==> config.mk <==
export PLATFORM = sky130hd
export DESIGN_NAME = shift_right_iter_32bit_flat
export DESIGN_NICKNAME = d
export VERILOG_FILES = /design/src/rtl/shift_right_iter_32bit_pkg.sv /design/src/rtl/shift_right_iter_32bit_if.sv /design/src/rtl/shift_right_iter_32bit_stage.sv /design/src/rtl/shift_right_iter_32bit.sv /design/src/flat_wrapper.sv
export SDC_FILE = /design/constraint.sdc
export NUM_CORES = 1
export LEC_CHECK = 0
export BUFFER_PORTS_ARGS = -buffer_cell sky130_fd_sc_hd__buf_2
export CORE_ASPECT_RATIO = 1.1
export CORE_MARGIN = 2
export CORE_UTILIZATION = 58
export DETAILED_ROUTE_END_ITERATION = 8
export GPL_ROUTABILITY_DRIVEN = 1
export PLACE_DENSITY = 0.91
export SYNTH_ARGS = -nofsm -noshare
export SYNTH_HDL_FRONTEND = slang
export SYNTH_HIERARCHICAL = 1
export SYNTH_SLANG_ARGS = --single-unit
==> constraint.sdc <==
create_clock -name clk -period 5.9 [get_ports clk]
set_input_delay 1.77 -clock clk [delete_from_list [all_inputs] [get_ports clk]]
set_output_delay 1.77 -clock clk [all_outputs]
set_load 0.05 [all_outputs]
==> src/rtl/shift_right_iter_32bit_pkg.sv <==
// -----------------------------------------------------------------------------
// shift_right_iter_32bit_pkg
// Shared definitions for the iterative right shifter and the datapath control
// unit: default operand/shift-amount widths, FSM state encoding and the
// sign-fill helper used by the single-step stage.
// -----------------------------------------------------------------------------
package shift_right_iter_32bit_pkg;

  localparam int SHR_WIDTH   = 32;
  localparam int SHR_SHAMT_W = 5;

  // State encoding is fixed so the control unit can decode it directly.
  typedef enum logic [1:0] {
    ST_IDLE  = 2'd0,
    ST_SHIFT = 2'd1,
    ST_DONE  = 2'd2
  } shr_state_e;

  // Bit shifted into the MSB on each step: the current sign bit for an
  // arithmetic shift, zero for a logical one.
  function automatic logic shr_fill_bit(input logic arith_mode, input logic msb);
    return arith_mode & msb;
  endfunction

endpackage : shift_right_iter_32bit_pkg

==> src/rtl/shift_right_iter_32bit_if.sv <==
// -----------------------------------------------------------------------------
// shift_right_iter_32bit_if
// Request/response bundle between the control unit (master) and the iterative
// right shifter (slave).
//   start   : request, accepted only while busy=0
//   arith   : 1 = arithmetic (sign fill), 0 = logical (zero fill)
//   shamt   : shift amount 0..WIDTH-1
//   operand : value to shift
//   busy    : operation in flight (SHIFT or DONE)
//   done    : one-cycle completion pulse
//   result  : shifted value, valid on done and held afterwards
// -----------------------------------------------------------------------------
interface shift_right_iter_32bit_if
  import shift_right_iter_32bit_pkg::*;
#(
  parameter int WIDTH   = SHR_WIDTH,
  parameter int SHAMT_W = SHR_SHAMT_W
);

  logic               start;
  logic               arith;
  logic [SHAMT_W-1:0] shamt;
  logic [WIDTH-1:0]   operand;
  logic               busy;
  logic               done;
  logic [WIDTH-1:0]   result;

  modport master (
    output start, arith, shamt, operand,
    input  busy, done, result
  );

  modport slave (
    input  start, arith, shamt, operand,
    output busy, done, result
  );

endinterface : shift_right_iter_32bit_if

==> src/rtl/shift_right_iter_32bit_stage.sv <==
// -----------------------------------------------------------------------------
// shift_right_1bit_32bit
// Combinational single-step right shift stage.
//   data_in   : value before the step
//   fill_sign : bit inserted at the MSB
//   data_out  : data_in shifted right by one
// -----------------------------------------------------------------------------
module shift_right_1bit_32bit #(
  parameter int WIDTH = 32
) (
  input  logic [WIDTH-1:0] data_in,
  input  logic             fill_sign,
  output logic [WIDTH-1:0] data_out
);

  assign data_out = {fill_sign, data_in[WIDTH-1:1]};

endmodule : shift_right_1bit_32bit

==> src/rtl/shift_right_iter_32bit.sv <==
// -----------------------------------------------------------------------------
// shift_right_iter_32bit
// Multi-cycle SRL/SRA unit: shifts one bit per clock after a start/done
// handshake. The control unit stalls the pipeline while busy=1.
//   clk   : single clock, rising edge
//   reset : synchronous, active-high; clears all state
//   bus   : slave side of shift_right_iter_32bit_if (start/arith/shamt/operand
//           in, busy/done/result out); all outputs come straight from flops
// -----------------------------------------------------------------------------
module shift_right_iter_32bit
  import shift_right_iter_32bit_pkg::*;
#(
  parameter int WIDTH   = SHR_WIDTH,
  parameter int SHAMT_W = SHR_SHAMT_W
) (
  input logic                     clk,
  input logic                     reset,
  shift_right_iter_32bit_if.slave bus
);

  localparam logic [SHAMT_W-1:0] CNT_ZERO = {SHAMT_W{1'b0}};
  localparam logic [SHAMT_W-1:0] CNT_ONE  = {{(SHAMT_W-1){1'b0}}, 1'b1};
  localparam logic [WIDTH-1:0]   DATA_ZERO = {WIDTH{1'b0}};

  shr_state_e         state_q, state_d;
  logic [WIDTH-1:0]   shreg_q, shreg_d;
  logic [SHAMT_W-1:0] cnt_q, cnt_d;
  logic               mode_q, mode_d;
  logic [WIDTH-1:0]   result_q, result_d;
  logic               busy_q, busy_d;
  logic               done_q, done_d;

  logic               fill_s;
  logic [WIDTH-1:0]   step_s;

  // Sign fill reads the live MSB; it never changes under SRA, so it stays the
  // original operand sign for the whole operation.
  assign fill_s = shr_fill_bit(mode_q, shreg_q[WIDTH-1]);

  shift_right_1bit_32bit #(
    .WIDTH (WIDTH)
  ) u_step (
    .data_in   (shreg_q),
    .fill_sign (fill_s),
    .data_out  (step_s)
  );

  // Next-state, datapath and output decode for the IDLE/SHIFT/DONE sequencer.
  always_comb begin
    state_d  = state_q;
    shreg_d  = shreg_q;
    cnt_d    = cnt_q;
    mode_d   = mode_q;
    result_d = result_q;

    case (state_q)
      ST_IDLE: begin
        if (bus.start) begin
          shreg_d = bus.operand;
          cnt_d   = bus.shamt;
          mode_d  = bus.arith;
          if (bus.shamt != CNT_ZERO) begin
            state_d = ST_SHIFT;
          end else begin
            // Zero shift completes without a SHIFT cycle.
            state_d  = ST_DONE;
            result_d = bus.operand;
          end
        end else begin
          state_d = ST_IDLE;
        end
      end

      ST_SHIFT: begin
        shreg_d = step_s;
        cnt_d   = cnt_q - CNT_ONE;
        if (cnt_q == CNT_ONE) begin
          // Capture the final step now so result is already valid while done=1.
          state_d  = ST_DONE;
          result_d = step_s;
        end else begin
          state_d = ST_SHIFT;
        end
      end

      ST_DONE: begin
        state_d = ST_IDLE;
      end

      default: begin
        state_d = ST_IDLE;
      end
    endcase

    // Outputs are decoded from the next state so they can be registered.
    busy_d = (state_d != ST_IDLE);
    done_d = (state_d == ST_DONE);
  end

  // State, datapath and output registers with synchronous reset.
  always_ff @(posedge clk) begin
    if (reset) begin
      state_q  <= ST_IDLE;
      shreg_q  <= DATA_ZERO;
      cnt_q    <= CNT_ZERO;
      mode_q   <= 1'b0;
      result_q <= DATA_ZERO;
      busy_q   <= 1'b0;
      done_q   <= 1'b0;
    end else begin
      state_q  <= state_d;
      shreg_q  <= shreg_d;
      cnt_q    <= cnt_d;
      mode_q   <= mode_d;
      result_q <= result_d;
      busy_q   <= busy_d;
      done_q   <= done_d;
    end
  end

  assign bus.busy   = busy_q;
  assign bus.done   = done_q;
  assign bus.result = result_q;

endmodule : shift_right_iter_32bit

==> src/flat_wrapper.sv <==
// flat-port wrapper written by rule: the top's interface ports become plain ports
module shift_right_iter_32bit_flat import shift_right_iter_32bit_pkg::*;
#(
  parameter int WIDTH   = SHR_WIDTH,
  parameter int SHAMT_W = SHR_SHAMT_W
)
  (clk, reset, bus_start, bus_arith, bus_shamt, bus_operand, bus_busy, bus_done, bus_result);
  shift_right_iter_32bit_if #(.WIDTH(WIDTH), .SHAMT_W(SHAMT_W)) bus_i ();
  input logic clk;
  input logic reset;
  input wire logic [$bits(bus_i.start)-1:0] bus_start;
  input wire logic [$bits(bus_i.arith)-1:0] bus_arith;
  input wire logic [$bits(bus_i.shamt)-1:0] bus_shamt;
  input wire logic [$bits(bus_i.operand)-1:0] bus_operand;
  output wire logic [$bits(bus_i.busy)-1:0] bus_busy;
  output wire logic [$bits(bus_i.done)-1:0] bus_done;
  output wire logic [$bits(bus_i.result)-1:0] bus_result;
  assign bus_i.start = bus_start;
  assign bus_i.arith = bus_arith;
  assign bus_i.shamt = bus_shamt;
  assign bus_i.operand = bus_operand;
  assign bus_busy = bus_i.busy;
  assign bus_done = bus_i.done;
  assign bus_result = bus_i.result;
  shift_right_iter_32bit #(.WIDTH(WIDTH), .SHAMT_W(SHAMT_W)) u_core (.clk(clk), .reset(reset), .bus(bus_i));
endmodule
==> out/results.ini <==
[die]
num_rows = 29
core_area_mm2 = 0.00577
die_h_um = 85.0
die_area_mm2 = 0.00660
ios = 75
die_w_um = 77.7
initial_utilization_pct = 60.0

[power_and_ir_drop]
total_power_mw = 1.24
peakVddDrop_mv = 0.232
leakagePower_nw = 1.55
p_per_area_mw_per_mm2 = 324

[run]
cap_viol_max_count = 0

[worst_setup_path]
critical_path_required_ns = 6.15
setup.worst_path.start = bus_shamt[2]
crit_chain = buf_2 > or4_4 > o32ai_4 > buf_4 > nor2_1 > a311oi_1
cp_slowest_cell = o32ai_4
crit_fanout = 30
path_class = input pin to flip-flop
cp.arrival_ns = 4.19
critPathCaptureType = flip-flop
r2r.worst_path.cells = 5
start_kind = input pin
max_stage_delay_ns = 1.03
r2r_start = u_core/state_q[1]
r2r_slack_ns = 3.21
r2r-end = u_core/bus.result[5]

[place]
routabilityCongestion = 0.794
portBuffers = 74
place_hpwl_um = 4650
place_inst = 525

[sta]
period_share_pct = 66.8
drv_slew = 0
fmax_mhz = 254
setup_viol = 0
rsz0062_at_grt = no
tightest_slew_ns = 1.23
finClkSkew_ns = 0.00905
finalHoldViolCount = 0
setup_tns_ns = 0
slew_headroom_pct = 18.1
min_period_ns = 3.94

[drt]
drt-total-wl_um = 7430
wl_per_cell_um = 13.7
ant_nets = 0
drt_pass1_iterations = 5
via_per_inst = 5.65
vias = 3059
drtIter0Drc = 265
drc_errors = 0

[final_layout]
fillCellCount = 459
area_growth_pct = 10.4
drive_above_1_share_pct = 23.7
multi_input_area_mm2 = 0.00162
register_area_mm2 = 0.00146
diodes = 0
fin_nets = 502
layout.cells.non_filler = 541

[min_path]
hold_depth = 2
holdCritStartpoint = u_core/mode_q
hold_path.class = flip-flop to flip-flop
holdPathEnd = u_core/mode_q

[grt]
grt_max_degree = 99
grt-ovfl-total = 0
grt_usage_pct = 23.5
grt_pass1_wl_um = 12600
grt_pass1_vias = 2894
antenna_found_initial = 0

[clock_network]
clk_latency_ns = 0.35
cts_num_sinks = 73
cts_resized = 0
root_buffer = clkbuf_8
cts_setup_buffers = 0
cts_tree = done
ctsHtreeMaxLevel = 3
path_clk_slew_ns = 0.07
cts_buffers = 9
hold_buffers = 0
clockBufferDepth = 2

[logic_synthesis]
synthesis.nets = 482
synthCells = 439
syn-cell-area_mm2 = 0.00346
avgSynthCellArea_um2 = 7.89
yosys_warnings = 6

[run_status]
status = finished, final reports clean

==> layout by cell type, fill, tap and decap left out, types with 2 or more instances in the layout <==
cell type  instances
clkinv_2           2
bufinv_16          2
nand3_1            2
clkbuf_8          11
dfxtp_1           73
a21oi_1            4
a311oi_2          10
a211oi_1           2
nor2_1            70
nand2_1          132
buf_4              5
nor2b_1            2
o21ai_0            2
inv_1              2
ha_1               2
buf_2             74
a311oi_1          53
==> area by class of cell <==
type | instances | area share, %
Timing Repair Buffer | 79 | 10.7
Tap cell | 77 | 2.52
Clock buffer | 11 | 3.96
Multi-Input combinational cell | 294 | 42.4
Inverter | 2 | 0.196
Sequential cell | 73 | 38.2
Clock inverter | 5 | 2.03
==> metrics by stage <==
step	hold WS [ns]	area, um^2	util, %	setup slack, ns
2_1_floorplan	0.432	3460	-	2.64
3_3_place_gp	0.442	3590	62.3	1.70
3_5_place_dp	0.451	3590	62.3	1.62
4_1_cts	0.461	3820	66.3	1.98
5_1_grt	0.513	3820	66.3	1.78
6_report	0.460	3820	66.3	1.96
==> how the worst max path moves through the flow <==
| stage | endpoint | slack (ns) |
|---|---|---|
| after global placement | u_core/bus.result[8] | 1.70 |
| after CTS | u_core/bus.result[5] | 1.98 |
| after detailed placement | u_core/bus.result[7] | 1.62 |
| final | u_core/bus.result[5] | 1.96 |
| after global routing | u_core/bus.result[4] | 1.78 |
| after floorplan | u_core/bus.result[15] | 2.64 |
==> registers in the layout, indices dropped and copies added (netlist names) <==
name,cells
u_core/bus.done,1
u_core/bus.busy,1
u_core/cnt_q,5
u_core/bus.result,32
u_core/state_q,2
u_core/mode_q,1
u_core/shreg_q,31
==> power breakdown <==
group	total, mW	switching, mW	internal [mW]	leakage, nW
combinational	0.232	0.158	0.0740	0.840
sequential	0.566	0.0301	0.535	0.598
clock	0.440	0.181	0.260	0.115
==> metal layers <==
layer / vias up / GRT usage (%) / share of wire, %
met5: - / 0 / 0
met4: 0 / 13.5 / 2.4
met3: 21 / 5.43 / 7.0
met2: 118 / 37.9 / 48
met1: 1396 / 28.7 / 42
li1: 1524 / - / -
==> critical path, delay by kind of cell <==
| family | cells | cell delay (ns) |
|---|---|---|
| AO/OA/AOI/OAI | 2 | 1.28 |
| buffers and inverters | 2 | 0.49 |
| AND/OR/NAND/NOR | 2 | 0.62 |
Note: power is estimated with default switching activity, not from simulation.
